## config.mk

```make
export PLATFORM = sky130hd
export DESIGN_NAME = bit_serializer
export DESIGN_NICKNAME = d
export VERILOG_FILES = /design/src/rtl/seq_pkg.sv /design/src/rtl/bit_serializer.sv
export SDC_FILE = /design/constraint.sdc
export NUM_CORES = 1
export LEC_CHECK = 0
export ABC_AREA = 0
export CELL_PAD_IN_SITES_DETAIL_PLACEMENT = 0
export CELL_PAD_IN_SITES_GLOBAL_PLACEMENT = 1
export CORE_AREA = 2 2 50 62
export CTS_BUF_LIST = sky130_fd_sc_hd__clkbuf_4 sky130_fd_sc_hd__clkbuf_8 sky130_fd_sc_hd__clkbuf_16
export DETAILED_ROUTE_END_ITERATION = 8
export DIE_AREA = 0 0 52 64
export DONT_BUFFER_PORTS = 1
export PLACE_DENSITY = 0.64
export SLEW_MARGIN = 5
export SYNTH_ARGS = -nofsm -noshare
export SYNTH_HDL_FRONTEND = slang
export SYNTH_SLANG_ARGS = --single-unit
```

## constraint.sdc

```tcl
create_clock -name clk -period 1.82 [get_ports clk]
set_input_delay 0.364 -clock clk [delete_from_list [all_inputs] [get_ports clk]]
set_output_delay 0.364 -clock clk [all_outputs]
set_load 0.02 [all_outputs]
```

## src/rtl/seq_pkg.sv

```systemverilog
// seq_pkg: state encodings and defaults shared by the serializer, detector and bench
package seq_pkg;
  typedef enum logic {ST_IDLE = 1'b0, ST_SHIFT = 1'b1} state_t;
  localparam int DEF_WIDTH = 8;
endpackage

```

## src/rtl/bit_serializer.sv

```systemverilog
// bit_serializer: valid/ready parallel-to-serial front end with a one-word holding buffer
module bit_serializer
  import seq_pkg::*;
#(
  parameter int WIDTH      = DEF_WIDTH,
  parameter bit MSB_FIRST  = 1'b1,
  parameter bit IDLE_LEVEL = 1'b0
) (
  input  logic             clk,
  input  logic             rst_n,
  input  logic [WIDTH-1:0] din,
  input  logic             din_valid,
  output logic             din_ready,
  output logic             out,
  output logic             out_valid,
  output logic             out_last,
  output logic             busy
);
  localparam int CW = $clog2(WIDTH);
  state_t state, state_n;
  logic [WIDTH-1:0] shreg, shreg_n, hold, hold_n;
  logic [CW-1:0] cnt, cnt_n;
  logic hold_full, hold_full_n, accept, last, out_n, out_last_n;
  assign accept = din_valid & din_ready;
  assign last   = (state == ST_SHIFT) && (cnt == CW'(WIDTH - 1));
  always_ff @(posedge clk or negedge rst_n) begin
    if (!rst_n) begin
      state     <= ST_IDLE;
      shreg     <= '0;
      hold      <= '0;
      cnt       <= '0;
      hold_full <= 1'b0;
      out       <= IDLE_LEVEL;
      out_valid <= 1'b0;
      out_last  <= 1'b0;
      busy      <= 1'b0;
      din_ready <= 1'b1;
    end else begin
      state     <= state_n;
      shreg     <= shreg_n;
      hold      <= hold_n;
      cnt       <= cnt_n;
      hold_full <= hold_full_n;
      out       <= out_n;
      out_valid <= state_n == ST_SHIFT;
      out_last  <= out_last_n;
      busy      <= (state_n == ST_SHIFT) | hold_full_n;
      din_ready <= ~hold_full_n;
    end
  end
  // at the last-bit edge the held word wins over a bypass so word order is kept
  always_comb begin
    state_n     = state;
    shreg_n     = shreg;
    hold_n      = hold;
    cnt_n       = cnt;
    hold_full_n = hold_full;
    if (state == ST_IDLE) begin
      if (accept) begin
        state_n = ST_SHIFT;
        shreg_n = din;
        cnt_n   = '0;
      end
    end else if (last) begin
      cnt_n = '0;
      if (hold_full) begin
        shreg_n     = hold;
        hold_full_n = 1'b0;
      end else if (accept) shreg_n = din;
      else state_n = ST_IDLE;
    end else begin
      cnt_n   = cnt + 1'b1;
      shreg_n = MSB_FIRST ? shreg << 1 : shreg >> 1;
      if (accept) begin
        hold_n      = din;
        hold_full_n = 1'b1;
      end
    end
  end
  always_comb begin
    out_n      = (state_n == ST_SHIFT) ? (MSB_FIRST ? shreg_n[WIDTH-1] : shreg_n[0]) : IDLE_LEVEL;
    out_last_n = (state_n == ST_SHIFT) && (cnt_n == CW'(WIDTH - 1));
  end
endmodule
```

; ---- Word level (Yosys, flattened, before mapping)
; Index checks and enable logic that the tools add are counted.
[word_totals]
mem_bits_rw = 0
romBits = 0
memories = 0
inputBits = 11
reg_bits = 25
latchBits = 0
[classes]
n_addsub = 1
magnitude_cmp = 0
reduce_logical = 3
n_mux = 15
n_eq_ne = 2
shift = 0
bitwise_logic = 4
n_mul = 0
n_div = 0
[ops]
columns = op, n
row1 = $mux 8, 4
row2 = $mux 3, 3
row3 = $mux 1, 8
row4 = $eq 3x3->1 const B, 2
row5 = $add 3x1->3 const B, 1
row6 = $reduce_and 3->1, 1
row7 = $logic_and 1x1->1, 2
row8 = $not 1->1, 2
row9 = $and 1x1->1, 1
row10 = $or 1x1->1, 1

; ---- Depth between registers and ports, before layout
[depth]
word_depth = 6
depth_mapped = 6
mapped_depth_nobuf = 5

; ---- Worst setup path after synthesis
; Ideal clock, no wire load.
[synth_path]
kind = flip-flop to flip-flop
from = register cnt[0]
to = register hold[0]
stages_incl_launch_ff = 6
n_path_buf = 0
period_less_slack_ps = 1601
arrival_ps = 1476
setup_ps = 125
required_time_ps = 1695
path_slack_ps = 219
cell_sequence = dfrtp_1 -> ha_1 -> ha_1 -> and2b_4 -> nand2_4 -> mux2_4
[synth_between]
elab_chain_cells = 4
[synth_lines]
columns = item, line_no
row1 = start: declaration, bit_serializer.sv:22  ; logic [CW-1:0] cnt, cnt_n;
row2 = start signal: assignment, bit_serializer.sv:42  ; cnt <= cnt_n;
row3 = $eq 3x3->1, bit_serializer.sv:25  ; assign last = (state == ST_SHIFT) && (cnt == CW'(WIDTH - 1));
row4 = $logic_and 1x1->1, bit_serializer.sv:25
row5 = $not 1->1 (no line), n/a
row6 = $reduce_and 3->1 (no line), n/a
row7 = end signal: assignment, bit_serializer.sv:41  ; hold <= hold_n;
row8 = end: declaration, bit_serializer.sv:21  ; logic [WIDTH-1:0] shreg, shreg_n, hold, hold_n;
; Every way passes these cells.
; A chain may end at the register's enable or synchronous reset.

; ---- Final worst setup path
[layout_path]
from = register cnt[0]
to = register hold[1]
; Same word-level chain as after synthesis.

==> results.ini <==
[routing]
via_per_inst = 5.415
totalWireLength_um = 2346
drc = 0
drt-initial-drc-count = 2
ant_nets = 0
wl_per_cell_um = 17.38
vias = 731
drt_pass1_iterations = 4

[cts]
clock_latency_ps = 310
clock-sinks = 24
clock_path_buffers = 2
cts_buffers = 3
postCtsHoldBufs = 2
cts_resized = 0
cts_max_level = 1
cts-root-buf = clkbuf_4
cts_setup_buffers = 0
cts.clk_slew.worst_paths_ps = 130
cts_tree = done

[grt]
use_met1_pct = 22.04
grt_pass1_wl_um = 4002
grt_pass1_vias = 807
grt_max_degree = 25
grt-busiest-layer = met2
grt_overflow_total = 0
grtUsageTotal_pct = 16.35
grt.met3_usage_pct = 3.037
antenna_found_initial = 0
grt_util_met2_pct = 25.79

[logic_synthesis]
ys_seq_area_share_pct = 54.66
synth-edff-count = 0
synth.net_count = 108
synthArstFlopShare_pct = 100.0
synthDistinctLibCells = 26
ys_ff_latch = 24
syn_avg_cell_area_um2 = 11.59
ys_warn_count = 0
syn_area_um2 = 1101
ys.flop_type = dfrtp_1
synth_cells = 95

[critical_path]
crit_slowest_cell = dfrtp_1
crit_type = flop to flop
critPathArrivalTime_ps = 1870
crit_chain = ha_1, ha_1, and2b_4, nand2_4, mux2_4
slowest_delay_ps = 430
cp-end-kind = flop
crit_required_ps = 2030
critPathLaunchType = flop
path_common_cell = ha_1
cp_max_fo = 8
critPathTopFamily = flip-flops
crit_buf_inv = 0

[placed_design]
dp_hpwl_um = 1609
gp_congestion = 0.6703
portBuffers = 0

[power]
p_per_area_nw_per_um2 = 1741
vdd_ir_drop_max_v = 0.0006998
p_leak_nw = 0.5609

[sta]
setup_violations = 0
setup_tns_ps = 0
fin_skew_ps = 2.508
fin_crit_sh_pct = 91.08
drv_slew = 0
final.min_clock_period_ps = 1658
timing_hold_violations_final = 0
fmax_mhz = 603.3
rsz0062_at_grt = false
worst_slew_pin_slew_ps = 413.6
slew_headroom_pct = 72.36

[floorplanning]
ios = 16
core-area_um2 = 2706
row_count = 21
die_area_um2 = 3328
start_util_pct = 40.68
fp.dieH_um = 64
die_w_um = 52

[worst_hold_path]
holdCritPathClass = input port to flop

[final_layout]
final_cell_mix = nand2_1 (23), dfrtp_1 (23), mux2_4 (9), o22ai_1 (7), a32oi_1 (6)
fill_cells = 258
nets = 115
final_util_pct = 44.66
synthToLayoutAreaGrowth_pct = 9.773
drive_gt1_share_pct = 23.76
diodes = 0

[outcome]
status = complete, no violations

[flow_run]
maxCapViolations = 0

sequential cells by signal (all words and copies together), names as in the netlist:
signal / count
busy: 1
cnt: 3
din_ready: 1
hold: 8
hold_full: 1
out: 1
out_last: 1
shreg: 7
state: 1
cell usage after synthesis (2+ instances only):
cell type | n | area (um^2)
a32oi_1 | 6 | 52.55
nand2_1 | 23 | 86.33
o21ai_0 | 3 | 15.01
mux2_4 | 9 | 135.1
a21oi_1 | 2 | 10.01
ha_1 | 2 | 25.02
inv_1 | 2 | 7.510
o22ai_1 | 7 | 43.79
buf_2 | 2 | 10.01
dfrtp_1 | 23 | 575.6
worst reg2reg max path: stages, from the launching register on:
cell     delay, ps
dfrtp_1        430
ha_1           210
ha_1           190
and2b_4        270
nand2_4        120
mux2_4         340
stage by stage:
| stage | instance area [um^2] | cells | worst slack [ps] | hold WS, ps | total power, mW |
|---|---|---|---|---|---|
| after CTS | 1209 | 135 | 158.4 | 156.9 | 2.132 |
| after detailed placement | 1149 | 129 | 183.7 | 68.97 | 1.854 |
| after global routing | 1209 | 135 | 99.09 | 160.5 | 2.280 |
| after global placement | 1149 | 129 | 201.9 | 69.04 | 1.827 |
| final | 1209 | 135 | 162.4 | 170.9 | 2.105 |
| after floorplan | 1101 | 95 | 218.6 | 68.41 | 1.645 |
area by class of cell:
cell class,instances,area (um^2),area share (%)
clock buffer,4,30.03,2.484
inverter,3,11.26,0.9317
multi-input combinational,63,455.4,37.68
sequential,24,601.8,49.79
tap,34,42.54,3.520
timing repair buffer,7,67.56,5.590
kinds of logic (layout without fill, tap and decap cells):
logic type,after synthesis,after routing,share of synthesized area [%]
AO/OA/AOI/OAI,22,22,13.98
flip-flops,24,24,54.66
buffers and inverters,8,14,3.977
adder cells (fa/ha/maj),2,2,2.272
multiplexers,9,9,12.27
AND/OR/NAND/NOR,30,30,12.84
power by group:
| group | internal (mW) | switching [mW] | leakage [nW] |
|---|---|---|---|
| Clock | 0.100 | 0.158 | 0.0184 |
| Sequential | 0.789 | 0.189 | 0.282 |
| Combinational | 0.449 | 0.419 | 0.260 |
final timing paths:
path | slack [ps] | to | depth (start not counted) | startpoint
max in group asynchronous | 1140 | din_ready | 2 | rst_n
setup reg to reg | 160 | hold[1] | 5 | cnt[0]
min in group asynchronous | 460 | hold[7] | 2 | rst_n
setup / recovery | 160 | hold[1] | 5 | cnt[0]
hold / removal | 170 | out | 2 | din[7]
hold reg to reg | 520 | cnt[0] | 1 | cnt[0]
per-layer routing:
layer | vias up | part of all wire (%)
met5 | - | 0
met4 | 0 | 1.7
met3 | 4 | 3.3
met2 | 10 | 51
met1 | 368 | 44
li1 | 349 | -
No activity file was read; power rests on OpenSTA's default activity.
